$ cat config.mk
export PLATFORM = sky130hd
export DESIGN_NAME = alu_sequencer
export DESIGN_NICKNAME = d
export VERILOG_FILES = /design/src/rtl/alu_sequencer.sv
export SDC_FILE = /design/constraint.sdc
export NUM_CORES = 2
export LEC_CHECK = 0
export ABC_AREA = 1
export CORE_MARGIN = 2
export CORE_UTILIZATION = 49
export CTS_BUF_LIST = sky130_fd_sc_hd__clkbuf_16
export CTS_CLUSTER_SIZE = 20
export DETAILED_ROUTE_END_ITERATION = 8
export GPL_TIMING_DRIVEN = 1
export PLACE_DENSITY = 0.65
export SYNTH_ARGS = -nofsm -noshare
export SYNTH_HDL_FRONTEND = slang
export SYNTH_SLANG_ARGS = --single-unit
export TNS_END_PERCENT = 100
$ cat constraint.sdc
create_clock -name clk -period 3.41 [get_ports clk]
set_input_delay 0.682 -clock clk [delete_from_list [all_inputs] [get_ports clk]]
set_output_delay 0.682 -clock clk [all_outputs]
set_load 0.005 [all_outputs]
$ cat src/rtl/alu_sequencer.sv
// Multi-cycle operand/control sequencer for a combinational ALU.
// Owns the register file, reads sources, drives the ALU, writes back the result and reports completion.
module alu_sequencer #(
  parameter int XLEN  = 32,
  parameter int NREGS = 32,
  localparam int IW   = $clog2(NREGS)
) (
  input  logic            clk,
  input  logic            rst,
  input  logic            req_valid,
  output logic            req_ready,
  input  logic [6:0]      req_op,
  input  logic [2:0]      req_funct3,
  input  logic [6:0]      req_funct7,
  input  logic [IW-1:0]   req_rs1,
  input  logic [IW-1:0]   req_rs2,
  input  logic [IW-1:0]   req_rd,
  input  logic [XLEN-1:0] req_imm,
  input  logic            req_use_imm,
  output logic [XLEN-1:0] alu_busA,
  output logic [XLEN-1:0] alu_busB,
  output logic [6:0]      alu_op,
  output logic [2:0]      alu_funct3,
  output logic [6:0]      alu_funct7,
  input  logic [XLEN-1:0] alu_busC,
  output logic            rsp_valid,
  input  logic            rsp_ready,
  output logic [XLEN-1:0] rsp_data,
  output logic [IW-1:0]   rsp_rd,
  output logic            rsp_err
);

  localparam logic [1:0] S_IDLE = 2'd0;
  localparam logic [1:0] S_READ = 2'd1;
  localparam logic [1:0] S_EXEC = 2'd2;
  localparam logic [1:0] S_WB   = 2'd3;

  logic [1:0]      state;
  logic [6:0]      op_q;
  logic [2:0]      funct3_q;
  logic [6:0]      funct7_q;
  logic [IW-1:0]   rs1_q;
  logic [IW-1:0]   rs2_q;
  logic [IW-1:0]   rd_q;
  logic [XLEN-1:0] imm_q;
  logic            use_imm_q;
  logic [XLEN-1:0] regs [NREGS];
  logic [XLEN-1:0] src_a;
  logic [XLEN-1:0] src_b;

  function automatic logic op_legal(input logic [6:0] op);
    case (op)
      7'h00, 7'h01, 7'h02, 7'h03, 7'h04, 7'h05, 7'h08, 7'h09: op_legal = 1'b1;
      default: op_legal = 1'b0;
    endcase
  endfunction

  // Register 0 reads as zero regardless of storage contents.
  always_comb begin
    src_a = (rs1_q == '0) ? '0 : regs[rs1_q];
    if (use_imm_q) begin
      src_b = imm_q;
    end else begin
      src_b = (rs2_q == '0) ? '0 : regs[rs2_q];
    end
  end

  assign req_ready = (state == S_IDLE) && !rst;

  always_ff @(posedge clk) begin
    if (rst) begin
      state      <= S_IDLE;
      op_q       <= '0;
      funct3_q   <= '0;
      funct7_q   <= '0;
      rs1_q      <= '0;
      rs2_q      <= '0;
      rd_q       <= '0;
      imm_q      <= '0;
      use_imm_q  <= 1'b0;
      alu_busA   <= '0;
      alu_busB   <= '0;
      alu_op     <= '0;
      alu_funct3 <= '0;
      alu_funct7 <= '0;
      rsp_valid  <= 1'b0;
      rsp_data   <= '0;
      rsp_rd     <= '0;
      rsp_err    <= 1'b0;
      for (int i = 0; i < NREGS; i++) begin
        regs[i] <= '0;
      end
    end else begin
      case (state)
        S_IDLE: begin
          if (req_valid) begin
            op_q      <= req_op;
            funct3_q  <= req_funct3;
            funct7_q  <= req_funct7;
            rs1_q     <= req_rs1;
            rs2_q     <= req_rs2;
            rd_q      <= req_rd;
            imm_q     <= req_imm;
            use_imm_q <= req_use_imm;
            state     <= S_READ;
          end
        end
        S_READ: begin
          alu_busA   <= src_a;
          alu_busB   <= src_b;
          alu_op     <= op_q;
          alu_funct3 <= funct3_q;
          alu_funct7 <= funct7_q;
          state      <= S_EXEC;
        end
        S_EXEC: begin
          // The only writeback point, so a stalled response cannot repeat the write.
          rsp_rd    <= rd_q;
          rsp_valid <= 1'b1;
          if (op_legal(op_q)) begin
            rsp_data <= alu_busC;
            rsp_err  <= 1'b0;
            if (rd_q != '0) begin
              regs[rd_q] <= alu_busC;
            end
          end else begin
            rsp_data <= '0;
            rsp_err  <= 1'b1;
          end
          state <= S_WB;
        end
        S_WB: begin
          if (rsp_ready) begin
            rsp_valid <= 1'b0;
            state     <= S_IDLE;
          end
        end
        default: state <= S_IDLE;
      endcase
    end
  end

endmodule
# Word level (Yosys, flattened, before mapping)
# Memories as Yosys holds them, arrays and structs flattened. A register that Yosys moved wholly into a read port is not among the register bits.
# Cells that the tools add are included.
totals:
  ff_bits: 187
  latchBits: 0
  ram_bits: 1024
  rom_bits: 16
  in_bits: 101
  out_inout_bits: 121
  word_cells: 66
  n_memories: 2
classes:
  addsub: 0
  mul: 0
  div_mod_pow: 0
  magnitude_cmp: 0
  eq_ne: 5
  n_shift: 0
  mux: 29
  n_bitwise: 0
  n_reduce_logical: 12
mem_list:
  columns: ["memory", "words", "width", "rd", "rd_ports_with_merged_regs", "write_ports", "line_no", "text"]
  rows:
  - ["regs", 32, 32, 2, 2, 32, "47", "logic [XLEN-1:0] regs [NREGS];"]
  - ["(name not given)", 16, 1, 1, 1, 0, "52", "case (op)"]
ops:
  columns: ["cell", "n"]
  rows:
  - ["$mux 32", 5]
  - ["$reduce_or 32->1", 1]
  - ["$mux 5", 5]
  - ["$mux 1", 13]
  - ["$logic_not 5->1", 2]
  - ["$mux 4", 2]
  - ["$pmux 2 s4", 1]
  - ["$reduce_and 2->1", 3]
  - ["$reduce_bool 5->1", 1]
  - ["$eq 2x2->1 const B", 2]
  - ["$mux 2", 2]
  - ["$ne 2x2->1 const B", 2]
  - ["$logic_not 3->1", 1]
  - ["$eq 2x1->1 const B", 1]
  - ["$logic_not 2->1", 1]
  - ["$pmux 1 s2", 1]
  - ["$reduce_bool 2->1", 1]
  - ["$logic_and 1x1->1", 1]
  - ["$logic_not 1->1", 1]

# Longest topological paths before layout
depth:
  word_depth: 10
  ltp_mapped: 12
  depth_no_buf: 9

# Least setup slack after synthesis
# Ideal clock, no wire load.
synth_path:
  path_kind: "input to register"
  start: "in rst"
  end: "mem regs[10][0] (enable)"
  setup_time_ps: 389
  arrival_time_ps: 2413
  required_ps: 3021
  setup_slack_ps: 608
  path_stages: 7
  n_path_buf: 2
  path_cell_list: "buf_2 inv_1 nand3_1 nor3_4 nand2_1 buf_2 nand2_1"
synth_lines:
  columns: ["item", "line_no", "text"]
  rows:
  - ["start, declared", "9", "input logic rst,"]
  - ["end, declared", "47", null]

==> summary.md <==
| Metric | Value |
|---|---|
| Status | finished, final reports clean |
| Post-Syn Area | 62910 µm² |
| Total CTS buffers | 137 |
| Fmax | 0.3210 GHz |
| Fraction of registers with async set/reset | 0 |
| Worst path max stage delay | 0.52 ns |
| Routed Antenna Nets | 0 |
| Distinct cell type count after synthesis | 23 |
| Largest net degree at the start of global routing | 145 |
| All-layer global routing usage | 0.3892 |
| TNS Setup | 0 ns |
| Synth Area in Simple Gates | 0.3796 |
| Max Clock Skew | 0.04442 ns |
| CTS resizes | 0 |
| Part of the Yosys area used for sequential elements | 0.5518 |
| Yosys Warn Count | 0 |
| Core area | 127500 µm² |
| Skew-Pair Late Insertion Delay | 0.80 ns |
| Final setup fails | 0 |
| Most used DFF post-synth | edfxtp_1 |
| Die area | 131300 µm² |
| Fin cells | 9828 |
| Io pins | 222 |
| Post-DP Area | 67530 µm² |
| Detailed Place HPWL | 145100 µm |
| Synthesized flop and latch total | 1222 |
| Buf/Inv on CP | 4 |
| Final worst-path cycle share | 0.9135 |
| Hold Crit Class | input pin to flop |
| Clock sinks | 1222 |
| Initial Util | 0.4933 |
| Worst Path Arrival | 3.58 ns |
| First-pass GRT wire length | 376000 µm |
| Critical setup path kind | flop to flop |
| Adder-Cell Fraction of Synth Area | 0.0007956 |
| Iteration-0 DRC count of the detailed router | 10590 |
| Cell breakdown of the critical path | inv_1 > ha_1 > inv_2 > nor3_2 > nand3_1 > nor3_4 > buf_4 > nand2_2 > nand2_2 > buf_12 |
| Crit path max fanout | 14 |
| Final wirelength | 259500 µm |
| Area Growth Syn to Fin | 14.29% |
| Min Clock Period, post-route | 3.115 ns |
| Slowest-stage cell, CP | nor3_2 |
| GP Congestion | 0.9257 |
| RSZ-0062 raised after global routing | false |
| FF+latch area | 34750 µm² |
| Largest family of logic cells by synthesized area | simple AND/OR/NAND/NOR gates |
| Rows | 131 |
| Mux contribution to synthesized area | 0 |
| Maximum vdd drop | 628.8 µV |
| Avg Inst Size Synth | 7.771 µm² |
| Initial antenna violation count | 6 |
| Finished Core Util | 0.5638 |
| Final Hold Vio Count | 0 |
| Fillers | 11360 |
| Max Root-Sink Buffers | 3 |
| Max-Cap Viols | 0 |
| Post-CTS setup buffer count | 0 |
| PortBufs | 221 |
| LEAKAGE | 29.82 nW |
| Worst-Margin Slew | 1.156 ns |
| Die Y | 362.3 µm |
| Synth Area in Compound Gates | 0.02130 |
| Clk root buf | clkbuf_16 |
| CP startpoint kind | flop |
| DR WL/cell | 26.40 µm |
| Hold slack | 0.3264 ns |
| Fin. max-slew vios | 0 |
| Pre-Repair DR Iteration Count | 8 |
| DRC errors left | 0 |
| Via count | 60930 |
| Delay-heaviest family, CP | simple AND/OR/NAND/NOR gates |
| Nets@finish | 8148 |
| EDFF count, synth | 1024 |
| Footprint of the multi-input gates | 25550 µm² |
| Number of global-route vias before repair | 57250 |
| Post-route cell area | 71900 µm² |
| CTS tree | built |
| H-tree levels | 4 |
| Die Wd | 362.3 µm |
| Placed Cells | 9566 |
| Cts hold-fix bufs | 0 |
| Layout cells sized above 1 | 0.06559 |
| Clock transition at path regs | 0.06 ns |
| Slew margin rel. | 0.2293 |
| Most Frequent Cell on Critical Path | nand2_2 |
| Syn Inst Count | 8095 |
| Post-Synth XOR/XNOR Area | 0 |
| CP Capture Type | flop |
| Vias/cell | 6.200 |
| Cell Pwr Density | 719.1 nW/µm² |
| Crit path required time | 3.87 ns |
| Gr ovfl total | 0 |
metal layers:
metal,vias to the layer above,global-route usage,share of wire,routed length [µm]
li1,26450,-,-,-
met1,28590,0.5034,0.36,93130
met2,4824,0.5856,0.43,111800
met3,1062,0.1014,0.14,36200
met4,6,0.2399,0.070,18280
met5,-,0,0.00014,36
cell families after synthesis:
| kind of cell | after synthesis |
|---|---|
| and+or+nand+nor | 5851 |
| DFF | 1222 |
| buffers and inverters | 751 |
| AOI/OAI and AO/OA | 266 |
| adders and majority gates | 4 |
| other | 1 |
final timing paths:
kind / cells past startpoint / slack [ns] / start / end
setup / recovery: 10 / 0.29 / state[0] / regs[30][0]
setup reg to reg: 10 / 0.29 / state[0] / regs[30][0]
hold / removal: 4 / 0.33 / rst / alu_funct7[2]
hold reg to reg: 2 / 0.47 / alu_busA[8] / alu_busA[8]
flip-flops by register name, indices dropped and copies added, names as in the netlist, named ones only:
name	count
rs2_q	5
funct7_q	7
alu_funct7	7
regs	1024
rsp_valid	1
use_imm_q	1
state	2
alu_funct3	3
funct3_q	3
rsp_data	32
rd_q	5
rsp_rd	5
alu_busB	32
imm_q	32
op_q	7
alu_busA	32
rs1_q	5
alu_op	7
rsp_err	1
layout make-up:
class                      instances  share of cell area
antenna                            9           0.0003132
clock buffer                     145             0.05047
clock inverter                   108             0.01001
inverter                          58            0.003654
multi-input combinational       6153              0.3554
sequential                      1222              0.4833
tap                             1662             0.02892
timing repair buffer             471             0.06797
tightest hold or removal path, delay by kind of cell:
kind / cells / cell delay [ns]
buffers and inverters: 2 / 0.23
AO/OA/AOI/OAI: 1 / 0.11
AND/OR/NAND/NOR: 1 / 0.04
through the flow:
step | power, mW | worst slack, ns
6_report | 51.70 | 0.2950
5_1_grt | 53.38 | 0.2339
4_1_cts | 50.92 | 0.3921
3_5_place_dp | 36.58 | 0.4371
3_3_place_gp | 36.38 | 0.4935
2_1_floorplan | 28.54 | 0.6076
synthesized netlist by cell type (9+ instances only):
cell,number,area (µm²)
a21oi_1,107,535.5
buf_1,105,394.1
buf_2,79,395.4
clkbuf_1,509,1911
dfxtp_1,198,3964
edfxtp_1,1024,30750
inv_1,52,195.2
nand2_1,3175,11920
nand3_1,1505,7532
nor2_1,1157,4343
nor3_1,9,45.04
o21ai_0,155,775.7
layout by cell type, fill, tap and decap left out, drive strengths merged:
cell type         n
a211oi            1
nand2          3175
nor3             11
conb             32
inv              99
clkinv           58
o22ai             1
edfxtp         1024
clkdlybuf4s50   220
clkbuf          145
buf             251
o21ai           155
ha                4
nor2           1159
nand4             1
nand3          1505
o21a              1
bufinv            8
clkinvlp          1
diode             9
a22oi             1
dfxtp           198
a21oi           107
where the power goes:
part | internal, mW | switching (mW) | total (mW)
Clock | 8.28 | 6.30 | 14.6
Combinational | 5.45 | 13.4 | 18.9
Sequential | 17.3 | 0.902 | 18.2
Total | 31.1 | 20.6 | 51.7
Power figures use the tool's default switching activity.
